==> src/rtl/scaler_pkg.sv <==
// Shared types and sizing helpers for the scaler input stage.
package scaler_pkg;

  typedef enum logic {IDLE, ACTIVE} state_t;

  localparam int DEF_CH        = 3;
  localparam int DEF_CH_W      = 8;
  localparam int DEF_DATA_W    = DEF_CH * DEF_CH_W;
  localparam int DEF_K_W       = 8;
  localparam int DEF_LINE_BUFS = 4;

  // Slot index width; a single-slot ring still needs a 1-bit pointer.
  function automatic int slot_bits(input int bufs);
    return (bufs > 1) ? $clog2(bufs) : 1;
  endfunction

  // Accumulator start value; the first step always carries out of it.
  function automatic logic [63:0] acc_init(input int k_w);
    return (64'd1 << k_w) - 64'd1;
  endfunction

endpackage

==> src/rtl/scaler_input_ctrl_p_phase_acc.sv <==
// Phase accumulator deciding which pixels or rows survive decimation.
module scaler_phase_acc
  import scaler_pkg::*;
#(
  parameter int K_W = DEF_K_W
) (
  input  logic           clk,
  input  logic           rst,
  input  logic [K_W-1:0] step,
  input  logic           evt,
  input  logic           init,
  input  logic           reload,
  output logic           keep
);

  localparam logic [K_W-1:0] ALL_ONES = K_W'(acc_init(K_W));

  logic [K_W-1:0] acc;
  logic [K_W-1:0] cur;
  logic [K_W:0]   sum;

  // init makes this cycle behave as if the accumulator had just been reloaded.
  assign cur  = init ? ALL_ONES : acc;
  assign sum  = {1'b0, cur} + {1'b0, step} + (K_W+1)'(1);
  assign keep = sum[K_W];

  always_ff @(posedge clk or negedge rst) begin
    if (!rst)        acc <= ALL_ONES;
    else if (reload) acc <= ALL_ONES;
    else if (evt)    acc <= sum[K_W-1:0];
    else if (init)   acc <= ALL_ONES;
  end

endmodule

==> src/rtl/scaler_input_ctrl_p.sv <==
// Scaler input stage: window crop, X/Y phase decimation, line-buffer ring
// writes and slot credit tracking toward the downstream interpolator.
module scaler_input_ctrl_p
  import scaler_pkg::*;
#(
  parameter  int CH        = DEF_CH,
  parameter  int CH_W      = DEF_CH_W,
  parameter  int X_W       = 10,
  parameter  int Y_W       = 10,
  parameter  int K_W       = DEF_K_W,
  parameter  int LINE_BUFS = DEF_LINE_BUFS,
  localparam int DATA_W    = CH * CH_W,
  localparam int SLOT_W    = slot_bits(LINE_BUFS)
) (
  input  logic                  clk,
  input  logic                  rst,
  input  logic                  en,
  input  logic [X_W-1:0]        x_bgn,
  input  logic [X_W-1:0]        x_end,
  input  logic [Y_W-1:0]        y_bgn,
  input  logic [Y_W-1:0]        y_end,
  input  logic [K_W-1:0]        k_x,
  input  logic [K_W-1:0]        k_y,
  input  logic                  din_en,
  input  logic [DATA_W-1:0]     din,
  input  logic                  din_sof,
  input  logic                  din_eol,
  input  logic                  line_release,
  output logic                  ram_wr_en,
  output logic [SLOT_W+X_W-1:0] ram_wr_addr,
  output logic [DATA_W-1:0]     ram_wr_data,
  output logic                  line_done,
  output logic [SLOT_W-1:0]     line_slot,
  output logic [X_W-1:0]        line_len,
  output logic [SLOT_W:0]       lines_used,
  output logic                  h_valid,
  output logic                  v_valid,
  output logic                  frame_done,
  output logic                  ovf
);

  state_t state;

  logic           cfg_en;
  logic [X_W-1:0] cfg_xb, cfg_xe;
  logic [Y_W-1:0] cfg_yb, cfg_ye;
  logic [K_W-1:0] cfg_kx, cfg_ky;

  logic [X_W-1:0]    x_r, wr_cnt, len_p1;
  logic [Y_W-1:0]    y_r;
  logic              row_decided, row_commit, done_p1;
  logic [SLOT_W-1:0] slot_ptr, slot_p1;

  logic              accept, sof_acc, eol_acc;
  logic              e_en;
  logic [X_W-1:0]    e_xb, e_xe, cur_x, cur_cnt;
  logic [Y_W-1:0]    e_yb, e_ye, cur_y;
  logic [K_W-1:0]    e_kx, e_ky;
  logic              cur_decided, cur_commit;
  logic              h_in, v_in, x_evt, y_evt, keep_x, keep_y;
  logic              pix_kept, first, commit_now, row_on, write, dec;
  logic [SLOT_W+1:0] occ;

  // The sof pixel runs on the freshly presented settings and a clean row.
  assign accept  = din_en && (state == ACTIVE || din_sof);
  assign sof_acc = din_en && din_sof;
  assign eol_acc = accept && din_eol;

  assign e_en = sof_acc ? en    : cfg_en;
  assign e_xb = sof_acc ? x_bgn : cfg_xb;
  assign e_xe = sof_acc ? x_end : cfg_xe;
  assign e_yb = sof_acc ? y_bgn : cfg_yb;
  assign e_ye = sof_acc ? y_end : cfg_ye;
  assign e_kx = sof_acc ? k_x   : cfg_kx;
  assign e_ky = sof_acc ? k_y   : cfg_ky;

  assign cur_x       = sof_acc ? '0   : x_r;
  assign cur_y       = sof_acc ? '0   : y_r;
  assign cur_cnt     = sof_acc ? '0   : wr_cnt;
  assign cur_decided = sof_acc ? 1'b0 : row_decided;
  assign cur_commit  = sof_acc ? 1'b0 : row_commit;

  assign h_in  = (cur_x >= e_xb) && (cur_x <= e_xe);
  assign v_in  = (cur_y >= e_yb) && (cur_y <= e_ye);
  assign x_evt = accept && h_in && v_in;
  assign y_evt = eol_acc && v_in;

  scaler_phase_acc #(.K_W(K_W)) u_acc_x (
    .clk(clk), .rst(rst), .step(e_kx), .evt(x_evt),
    .init(sof_acc), .reload(eol_acc), .keep(keep_x)
  );

  scaler_phase_acc #(.K_W(K_W)) u_acc_y (
    .clk(clk), .rst(rst), .step(e_ky), .evt(y_evt),
    .init(sof_acc), .reload(1'b0), .keep(keep_y)
  );

  // Completed lines still in the done pipeline already own a slot.
  assign occ = (SLOT_W+2)'(lines_used) + (SLOT_W+2)'(done_p1) + (SLOT_W+2)'(line_done);

  assign pix_kept   = x_evt && (keep_x || !e_en) && (keep_y || !e_en);
  assign first      = pix_kept && !cur_decided;
  assign commit_now = first && (occ < (SLOT_W+2)'(LINE_BUFS));
  assign row_on     = cur_commit || commit_now;
  assign write      = pix_kept && row_on;
  assign dec        = line_release && ((lines_used != '0) || line_done);

  assign h_valid = (state == ACTIVE) && (x_r >= cfg_xb) && (x_r <= cfg_xe);
  assign v_valid = (state == ACTIVE) && (y_r >= cfg_yb) && (y_r <= cfg_ye);

  always_ff @(posedge clk or negedge rst) begin
    if (!rst) begin
      state       <= IDLE;
      cfg_en      <= 1'b0;
      cfg_xb      <= '0;
      cfg_xe      <= '0;
      cfg_yb      <= '0;
      cfg_ye      <= '0;
      cfg_kx      <= '0;
      cfg_ky      <= '0;
      x_r         <= '0;
      y_r         <= '0;
      wr_cnt      <= '0;
      row_decided <= 1'b0;
      row_commit  <= 1'b0;
      slot_ptr    <= '0;
      done_p1     <= 1'b0;
      slot_p1     <= '0;
      len_p1      <= '0;
      ram_wr_en   <= 1'b0;
      ram_wr_addr <= '0;
      ram_wr_data <= '0;
      line_done   <= 1'b0;
      line_slot   <= '0;
      line_len    <= '0;
      lines_used  <= '0;
      frame_done  <= 1'b0;
      ovf         <= 1'b0;
    end else begin
      ram_wr_en  <= write;
      frame_done <= 1'b0;
      done_p1    <= 1'b0;
      line_done  <= done_p1;
      ovf        <= (ovf && !sof_acc) || (first && !commit_now);

      if (done_p1) begin
        line_slot <= slot_p1;
        line_len  <= len_p1;
      end

      unique case ({line_done, dec})
        2'b10:   lines_used <= lines_used + 1'b1;
        2'b01:   lines_used <= lines_used - 1'b1;
        default: lines_used <= lines_used;
      endcase

      if (write) begin
        ram_wr_addr <= {slot_ptr, cur_cnt};
        ram_wr_data <= din;
      end

      if (sof_acc) begin
        cfg_en <= en;
        cfg_xb <= x_bgn;
        cfg_xe <= x_end;
        cfg_yb <= y_bgn;
        cfg_ye <= y_end;
        cfg_kx <= k_x;
        cfg_ky <= k_y;
      end

      if (accept) begin
        if (eol_acc) begin
          x_r         <= '0;
          y_r         <= cur_y + 1'b1;
          wr_cnt      <= '0;
          row_decided <= 1'b0;
          row_commit  <= 1'b0;
          if (row_on) begin
            done_p1  <= 1'b1;
            slot_p1  <= slot_ptr;
            len_p1   <= cur_cnt + X_W'(write);
            slot_ptr <= slot_ptr + 1'b1;
          end
        end else begin
          x_r         <= cur_x + 1'b1;
          y_r         <= cur_y;
          wr_cnt      <= cur_cnt + X_W'(write);
          row_decided <= cur_decided || first;
          row_commit  <= row_on;
        end

        if (eol_acc && (cur_y == e_ye)) begin
          state      <= IDLE;
          frame_done <= 1'b1;
        end else begin
          state <= ACTIVE;
        end
      end
    end
  end

endmodule

==> config.mk <==
export PLATFORM = sky130hd
export DESIGN_NAME = scaler_input_ctrl_p
export DESIGN_NICKNAME = d
export VERILOG_FILES = /design/src/rtl/scaler_pkg.sv /design/src/rtl/scaler_input_ctrl_p_phase_acc.sv /design/src/rtl/scaler_input_ctrl_p.sv
export SDC_FILE = /design/constraint.sdc
export NUM_CORES = 1
export LEC_CHECK = 0
export BUFFER_PORTS_ARGS = -buffer_cell sky130_fd_sc_hd__buf_4
export CORE_ASPECT_RATIO = 1.1
export CORE_MARGIN = 3
export CORE_UTILIZATION = 48
export DETAILED_ROUTE_END_ITERATION = 7
export PLACE_DENSITY_LB_ADDON = 0.15
export RECOVER_POWER = 100
export SYNTH_ARGS = -nofsm -noshare
export SYNTH_HDL_FRONTEND = slang
export SYNTH_SLANG_ARGS = --single-unit
==> constraint.sdc <==
create_clock -name clk -period 5 [get_ports clk]
set_input_delay 0.5 -clock clk [delete_from_list [all_inputs] [get_ports clk]]
set_output_delay 0.5 -clock clk [all_outputs]
set_load 0.1 [all_outputs]
# Word-level counts from Yosys, hierarchy flattened
# Cells that the tools add are included.
op_classes:
  addsub: 12
  magnitude_cmp: 9
  n_eq_ne: 3
  reduce_logical: 35
  n_mux: 29
op_table:
  columns: ["op", "n"]
  rows:
  - ["$mux 10", 10]
  - ["$mux 8", 7]
  - ["$ge 10x10->1", 4]
  - ["$le 10x10->1", 4]
  - ["$logic_and 1x1->1", 21]
  - ["$add 10x1->10 const B", 2]
  - ["$add 8x8->9", 2]
  - ["$add 9x1->9 const B", 2]
  - ["$mux 1", 11]
  - ["$add 10x1->10", 1]
  - ["$eq 10x10->1", 1]
  - ["$logic_or 1x1->1", 7]
  - ["$pmux 3 s2", 1]
  - ["$add 3x1->4", 1]
  - ["$add 4x1->4", 1]
  - ["$logic_not 1->1", 4]
  - ["$lt 4x3->1 const B", 1]
  - ["$add 3x1->3 const B", 1]
  - ["$reduce_and 3->1", 1]
  - ["$reduce_bool 3->1", 1]
  - ["$sub 3x1->3 const B", 1]
  - ["$add 2x1->2 const B", 1]
  - ["$eq 2x1->1 const B", 1]
  - ["$eq 2x2->1 const B", 1]
  - ["$reduce_bool 2->1", 1]
word_totals:
  reg_bits: 176
  elab_cells: 116
  inputBits: 87

# Logic depth before layout (Yosys ltp)
# Gate-level depths: netlist of run 1.
logic_depth:
  word_depth: 14
  mapped_depth: 26

# Hierarchy
# Synthesis of run 1 repeated with hierarchy kept, for this count alone.
unflattened:
  cells_unflattened: 1039
  hier_area_um2: 10337.4
modules_own_cells:
  columns: ["module", "area_each_um2", "seq_area_each_um2", "cells_each", "instances"]
  rows:
  - ["scaler_input_ctrl_p", 8868.5, 4003.8, 877, 1]
  - ["scaler_phase_acc", 734.5, 210.2, 81, 2]

# Worst setup path before layout of run 1
# Ideal clock, no wire load.
synth_path:
  path_type: "input -> register"
  startpoint: "input port din_sof"
  endpoint: "register len_p1[9]"
  setup_time_ps: 125
  arrival_time_ps: 4912
  path_buffers: 7
  cell_stages: 25
  setup_slack_ps: -38
  path_cell_list: "buf_4 > nand2_2 > clkbuf_1 > clkbuf_1 > clkbuf_1 > clkbuf_1 > nand2_1 > nand2_1 > ha_1 > and3b_1 > a211oi_1 > a211o_1 > a22oi_1 > nor4_4 > nand3b_1 > buf_4 > buf_6 > inv_1 > ha_1 > nand2_1 > nor4_1 > nand3_1 > xor2_1 > nor2_1 > mux2_4"
synth_lines:
  columns: ["item", "line", "source"]
  rows:
  - ["from (decl)", "scaler_input_ctrl_p.sv:26", "input logic din_sof,"]
  - ["$logic_and 1x1->1 (*)", "scaler_input_ctrl_p.sv:66", "assign sof_acc = din_en && din_sof;"]
  - ["$mux 10 (*)", null, null]
  - ["net e_ye[0]", "scaler_input_ctrl_p.sv:57", "logic [Y_W-1:0] e_yb, e_ye, cur_y;"]
  - ["$le 10x10->1 (*)", "scaler_input_ctrl_p.sv:84", "assign v_in = (cur_y >= e_yb) && (cur_y <= e_ye);"]
  - ["$logic_and 1x1->1 (*)", "scaler_input_ctrl_p.sv:84", null]
  - ["$logic_and 1x1->1 (*)", "scaler_input_ctrl_p.sv:85", "assign x_evt = accept && h_in && v_in;"]
  - ["$logic_and 1x1->1 (*) (2 in a row)", "scaler_input_ctrl_p.sv:101", "assign pix_kept = x_evt && (keep_x || !e_en) && (keep_y || !e_en);"]
  - ["$logic_and 1x1->1", "scaler_input_ctrl_p.sv:102", "assign first = pix_kept && !cur_decided;"]
  - ["$logic_and 1x1->1", "scaler_input_ctrl_p.sv:103", "assign commit_now = first && (occ < (SLOT_W+2)'(LINE_BUFS));"]
  - ["$logic_or 1x1->1", "scaler_input_ctrl_p.sv:104", "assign row_on = cur_commit || commit_now;"]
  - ["$logic_and 1x1->1 (*)", "scaler_input_ctrl_p.sv:105", "assign write = pix_kept && row_on;"]
  - ["net write", "scaler_input_ctrl_p.sv:61", "logic pix_kept, first, commit_now, row_on, write, dec;"]
  - ["$add 10x1->10 (*)", "scaler_input_ctrl_p.sv:182", "len_p1 <= cur_cnt + X_W'(write);"]
  - ["to (signal assigned)", "scaler_input_ctrl_p.sv:182", null]
  - ["to (decl)", "scaler_input_ctrl_p.sv:49", "logic [X_W-1:0] x_r, wr_cnt, len_p1;"]
# Mark *: on every way through the listed nets, which the timed path passes. The rest lies on a longest branch.
# A chain may end at the register's enable or synchronous reset.

# Worst setup path after layout of run 1
layout_path:
  startpoint: "input port din_sof"
  endpoint: "register len_p1[8]"
layout_via:
  elab_chain_cells: 13
layout_rtl:
  columns: ["item", "line"]
  rows:
  - ["parallel branches: the longest is 11 deep, another holds $add 8x8->9", null]
  - ["$logic_and 1x1->1 (*)", "scaler_input_ctrl_p.sv:105"]
  - ["net write", "scaler_input_ctrl_p.sv:61"]
  - ["$add 10x1->10 (*)", "scaler_input_ctrl_p.sv:182"]
# Mark *: on every way through the listed nets, which the timed path passes.

==> results.md, run 1 <==
- Run status: finished with violations
- Violated checks: max-capacitance violations, max-slew violations
- Chip width: ~150 µm
- Register-to-Register Path Depth: 20
- Slew Viols, Final: 136
- Most common cell after layout, fill and taps aside: dfrtp_1
- Die height: 159 µm
- Clk_lat worst skew: between 0.4 and 0.5 ns
- Endpoints failing setup: 0
- Sequential power share: approximately 42%
- Gr usage total: roughly a fifth
- CP Capture Type: register
- Fin crit period: 4.36 ns
- Most frequent cells in the layout: dfrtp_1, nand2_1, inv_1, ha_1, buf_4
- FFs w/ async S/R, synth: 100%
- Worst-path clk slew: 0.08 ns
- Worst slew pin tran: roughly 2.3 ns
- Layout cells sized above 1: 15.1%
- Largest net degree at the start of global routing: 93
- GP Congestion: 0.844
- CTS Root Cell: clkbuf_16
- DRC violations left: 0
- CTS tree: built
- Clock power share: 38.0%
- Initial DRC count: 347
- Initial Utilization: 49.3%
- HP Class: primary input to register
- Flop2flop setup slack: 0.89 ns
- Slew HR: -52.2%
- Post-CTS Setup Bufs: 0
- Max VDD drop: ~0.26 mV
- PD cells: 311 nW/µm²
- DRT Pass-1 Iters: 5
- Final period util: 87.3%
- Crit path kind: primary input to register
- RSZ-0062 raised after global routing: no
- Yosys reg bits: 176
- Switch Pwr: 1.18 mW
- Hold_sp: din[5]
- Post-Route Setup TNS: 0 ns
- Share of the synthesized area in the top cell type: 39.2%
- Cell count after synthesis: 1018
- Max cap viols: 2
- Core ar.: a little over 20000 µm²
- Std-Cell Rows: 55
- Placed wire-length estimate: 16.7 mm
- GRT overflow: 0
- CTS sink cnt: 176
- Max frequency: 229 MHz
- Inserted Clock Buffers: 17
- Die Area: 23100 µm²
- Mean Syn Cell Area: 10.0 µm²
- Biggest area consumer among synthesized cells: dfrtp_1
- H-tree levels: 4
- Number of global-route vias before repair: 7476
- Crit-path max FO: 39
- Synth-to-Final Area Change: 16.0%
- Antenna-violating nets left: 0
- Hold worst-path end: ram_wr_data[5]
- Internal power: 2.51 mW
- Hold Path Depth: 2
- Tot Pwr: 3.69 mW
- Synth area leaders: dfrtp_1, ha_1, nand2_1
- Netlist cell types: 62
- Kind of start point of the critical path: primary input
- Number of synthesized flops with an enable pin: 0
- Final Hold Fails: 0
- Crit path DAT: 4.67 ns
- Final WL: 22.7 mm
- N_diodes: 0
- Vias: 7525
- Leak: 6.11 nW
- R2r endpoint: len_p1[8]
- FF-to-FF Start: y_r[0]
- Gate power share: about a fifth
- Number of synthesis warnings: 0
- Nets: 1350
- Resized cells post-CTS: 0
- Synthesized Nets: approximately 1200
- Sequential fraction of the synthesis area: 43.3%
- I/O pins: 144
- Synthesized area: between 10000 and 15000 µm²
- I/O Buffers: around 140
- CTS Buffer Depth: 2
- First-pass GRT wire length: around 38 mm
- Main synth FF type: dfrtp_1
- Required @ worst endpoint: between 5 and 6 ns
- Switching share of power: approximately a third
- Vias/cell: 5.16
- Initial antenna violation count: 0
- Clock Skews: 0.0177 ns
- # hold bufs at CTS: 0
- WL/cell: 15.6 µm
-- flip-flops by register name (all words and copies together), names as in the netlist, 10 cells and up --
| register | flops |
|---|---|
| cfg_xb | 10 |
| cfg_xe | 10 |
| cfg_yb | 10 |
| cfg_ye | 10 |
| len_p1 | 10 |
| line_len | 10 |
| ram_wr_addr | 12 |
| ram_wr_data | 24 |
| wr_cnt | 10 |
| x_r | 10 |
| y_r | 10 |
-- critical path: stages --
cell,delay [ns]
buf_4,0.13
and2_4,0.44
buf_4,0.31
nand2_1,0.07
a21boi_0,0.15
ha_1,0.34
o21ai_0,0.18
nor2_1,0.06
nor3_1,0.17
a31oi_1,0.13
nor4_1,0.46
nand3b_1,0.17
inv_1,0.10
ha_1,0.18
ha_1,0.25
nand3_1,0.15
nor2_1,0.26
nand3_1,0.13
xor2_1,0.16
nor2_1,0.07
mux2_1,0.28
-- Yosys cell counts (21+ instances only) --
library cell / number
a21oi_1: 37
o21ai_0: 51
nand2_1: 138
clkbuf_1: 27
and2_1: 23
a21boi_0: 32
mux2_4: 29
nor2_1: 48
mux2_2: 27
nand2b_1: 21
ha_1: 101
dfrtp_1: 160
inv_1: 104
-- cells by family (layout without fill, tap and decap cells) --
group / after synthesis / in the layout / share of synthesized area (%)
buffers and inverters: 141 / 295 / 5.71
DFF: 176 / 176 / 43.3
AOI/OAI and AO/OA: 196 / 196 / 12.9
adders and majority gates: 104 / 104 / 13.0
muxes: 72 / 72 / 8.82
and+or+nand+nor: 297 / 297 / 13.6
xor gates and xnor gates: 32 / 32 / 2.74
-- per-stage QoR --
stage	hold WS (ns)	area, µm²	std cells	util, %	setup WS [ns]
5_1_grt	0.272	11800	1457	57.2	0.257
3_3_place_gp	0.457	11600	1425	56.0	0.495
6_report	0.275	11800	1457	57.2	0.635
2_1_floorplan	0.204	10200	1018	-	0.0493
3_5_place_dp	0.464	11600	1425	56.0	0.353
4_1_cts	0.158	12200	1457	59.0	0.785
-- final cells by class --
| class | count | area [µm²] |
|---|---|---|
| clock buffers | 17 | 425 |
| clock inverters | 15 | 210 |
| fillers | 1910 | 8870 |
| inverters | 104 | 390 |
| multi-input cells | 701 | 5080 |
| flip-flops and latches | 176 | 4420 |
| well taps | 285 | 357 |
| repair buffers | 159 | 962 |
-- power groups by stage --
stage                     combinational (mW)  clock [mW]  sequential [mW]
after floorplan                        0.420           0             1.68
after global placement                 0.741           0             1.58
after detailed placement               0.752           0             1.59
after CTS                              0.758        1.44             1.56
after global routing                   0.829        1.49             1.57
final                                  0.729        1.40             1.56
-- worst max-delay path by stage --
| stage | from | slack (ns) | depth (start not counted) | endpoint |
|---|---|---|---|---|
| 2_1_floorplan | din_sof | 0.05 | 26 | len_p1[8] |
| 3_3_place_gp | din_sof | 0.49 | 21 | len_p1[8] |
| 3_5_place_dp | din_sof | 0.35 | 21 | len_p1[8] |
| 4_1_cts | din_sof | 0.79 | 21 | len_p1[8] |
| 5_1_grt | din_sof | 0.26 | 21 | len_p1[8] |
| 6_report | din_sof | 0.64 | 21 | len_p1[8] |
-- layer usage --
layer | track usage (%) | wire length [µm]
met5 | 0 | 0
met4 | 4.36 | 239
met3 | 4.01 | 837
met2 | 33.2 | 10900
met1 | 26.7 | 10800
No activity file was read; power rests on OpenSTA's default activity.
==> run 2: changes to the inputs <==
- CORE_UTILIZATION: 48 -> 55
==> results.md, run 2 (synthesis gave the netlist of run 1 again) <==
- Run status: finished with violations
- Violated checks: max-capacitance violations, max-slew violations
- Flop2flop setup slack: 1.05 ns (+0.16 ns)
- Final Hold Fails: 0 (unchanged)
- Die Area: 20200 µm² (-12%)
- Initial DRC count: 412 (+19%)
- Worst-path clk slew: 0.07 ns (about the same)
- CTS Root Cell: clkbuf_16
- Die height: 149 µm (-6.3%)
- Crit path DAT: 4.71 ns (+0.04 ns)
- Delay of the slowest critical-path stage: 0.59 ns (+0.13 ns)
- I/O Buffers: 143 (unchanged)
- Slew Viols, Final: 181 (+33%)
- Core ar.: 17900 µm² (-13%)
- Layout cells sized above 1: 15.1% (about the same)
- Most common cell after layout, fill and taps aside: dfrtp_1
- Post-Route Setup TNS: 0 ns (unchanged)
- Chip width: 136 µm (-6.3%)
- Antenna-violating nets left: 0 (unchanged)
- Inserted Clock Buffers: 17 (unchanged)
- Placed wire-length estimate: 16.3 mm (-2.1%)
- CTS tree: built
- # hold bufs at CTS: 0 (unchanged)
- Vias: 7604 (+1.0%)
- WL/cell: 15.6 µm (+0.26%)
- CP Capture Type: register
- First-pass GRT wire length: 36.6 mm (-3.2%)
- DRT Pass-1 Iters: 5 (unchanged)
- Initial Utilization: 57.0% (+7.7 points)
- Resized cells post-CTS: 0 (unchanged)
- Post-Place Cell Area: 11500 µm² (-0.57%)
- Reg with most FFs: ram_wr_data
- Max frequency: 228 MHz (-0.43%)
- Gr usage total: 22.4% (+2.6 points)
- Most frequent cells in the layout: dfrtp_1, nand2_1, inv_1, ha_1, buf_4
- RSZ-0062 raised after global routing: no
- Worst slew pin tran: 2.35 ns (+0.0698 ns)
- HP Class: primary input to register
- Initial antenna violation count: 0 (unchanged)
- DRC violations left: 0 (unchanged)
- Final WL: 22.0 mm (-3.0%)
- GRT overflow: 0 (unchanged)
- Largest net degree at the start of global routing: 95 (+2.2%)
- Post-Layout Cell Count: 1409 (-3.3%)
- Final period util: 87.7% (+0.38 points)
- Synth-to-Final Area Change: 15.1%
- Fin crit period: 4.38 ns (+0.0189 ns)
- N_diodes: 0 (unchanged)
- Max VDD drop: 0.239 mV (-7.8%)
- CTS Buffer Depth: 2 (unchanged)
- Post-CTS Setup Bufs: 0 (unchanged)
- Clock Skews: 0.00966 ns (-0.00801 ns)
- Leak: 6.09 nW (-0.27%)
- Largest regs: ram_wr_data: 24 flops, ram_wr_addr: 12 flops
- Std-Cell Rows: 51 (-7.3%)
- Final Cell Area: 11800 µm² (-0.81%)
- Clk_lat worst skew: 0.44 ns (about the same)
- CTS sink cnt: 176 (unchanged)
- Vias/cell: 5.40 (+4.5%)
- Required @ worst endpoint: 5.32 ns (about the same)
- Placed insts: 1377 (-3.4%)
- Max cap viols: 3 (+1)
- Tot Pwr: 3.60 mW (-2.3%)
- Endpoints failing setup: 0 (unchanged)
- GP Congestion: 0.847 (+0.28%)
- Nets: 1349 (-0.074%)
- Number of global-route vias before repair: 7574 (+1.3%)
- PD cells: 306 nW/µm² (-1.5%)
- H-tree levels: 4 (unchanged)
- Crit path kind: primary input to register
- Crit-path max FO: 44 (+13%)
- I/O pins: 144 (unchanged)
- Kind of start point of the critical path: primary input
- Slew HR: -56.9% (-4.7 points)
- Crit path cell chain: buf_4 -> and2_4 -> clkbuf_1 -> nand2_1 -> a21boi_0 -> ha_1 -> nand4_1 -> nor2_1 -> and4_1 -> a31oi_1 -> nor4_4 -> nand3b_1 -> inv_1 -> ha_1 -> nand2_1 -> nor4_1 -> nand3_1 -> xor2_1 -> nor2_1 -> mux2_4
- Max reg flops: 24 (unchanged)
- Critical-path top delay cell: nor4_1
-- run 2: final timing paths --
kind	to	cells past startpoint	start
worst min-delay path	ram_wr_data[13]	2	din[13]
worst max-delay path	len_p1[9]	20	din_en
min in group asynchronous	cfg_xe[8]	1	rst
worst min register to register	cfg_ky[6]	2	cfg_ky[6]
worst max register to register	len_p1[9]	16	y_r[1]
max in group asynchronous	len_p1[1]	2	rst
-- run 2: layout make-up --
type | instances | area, µm²
inverters | 104 | 390
multi-input cells | 701 | 5090
clock inverters | 13 | 138
repair buffers | 158 | 957
flip-flops and latches | 176 | 4420
well taps | 238 | 298
fillers | 1602 | 6180
clock buffers | 19 | 453
-- run 2: power by group --
| group | internal, mW | total (mW) | switching [mW] |
|---|---|---|---|
| logic | 0.267 | 0.725 | 0.458 |
| clock network | 0.692 | 1.32 | 0.626 |
| registers | 1.51 | 1.56 | 0.0527 |
-- run 2: per-stage QoR --
step | hold WS, ns | worst slack (ns) | util [%]
3_3_place_gp | 0.458 | 0.438 | 64.3
4_1_cts | 0.206 | 0.735 | 67.6
3_5_place_dp | 0.460 | 0.303 | 64.3
2_1_floorplan | 0.204 | 0.0493 | -
6_report | 0.275 | 0.616 | 65.5
5_1_grt | 0.263 | 0.176 | 65.5
-- run 2: layer usage --
metal  share of wire (%)  track usage, %  wire [µm]  up-vias
li1                    -               -          -     3781
met1                  46            30.5      10100     3621
met2                  48            37.7      10600      179
met3                 4.8            3.34       1050       23
met4                 1.1            5.80        244        0
met5                   0               0          0        -
-- run 2: critical path, delay by kind of cell --
kind,cells,cell delay [ns]
buffers and inverters,3,0.66
and+or+nand+nor,11,2.34
AOI/OAI and AO/OA,2,0.23
muxes,1,0.27
adders and majority gates,2,0.52
xor gates and xnor gates,1,0.15
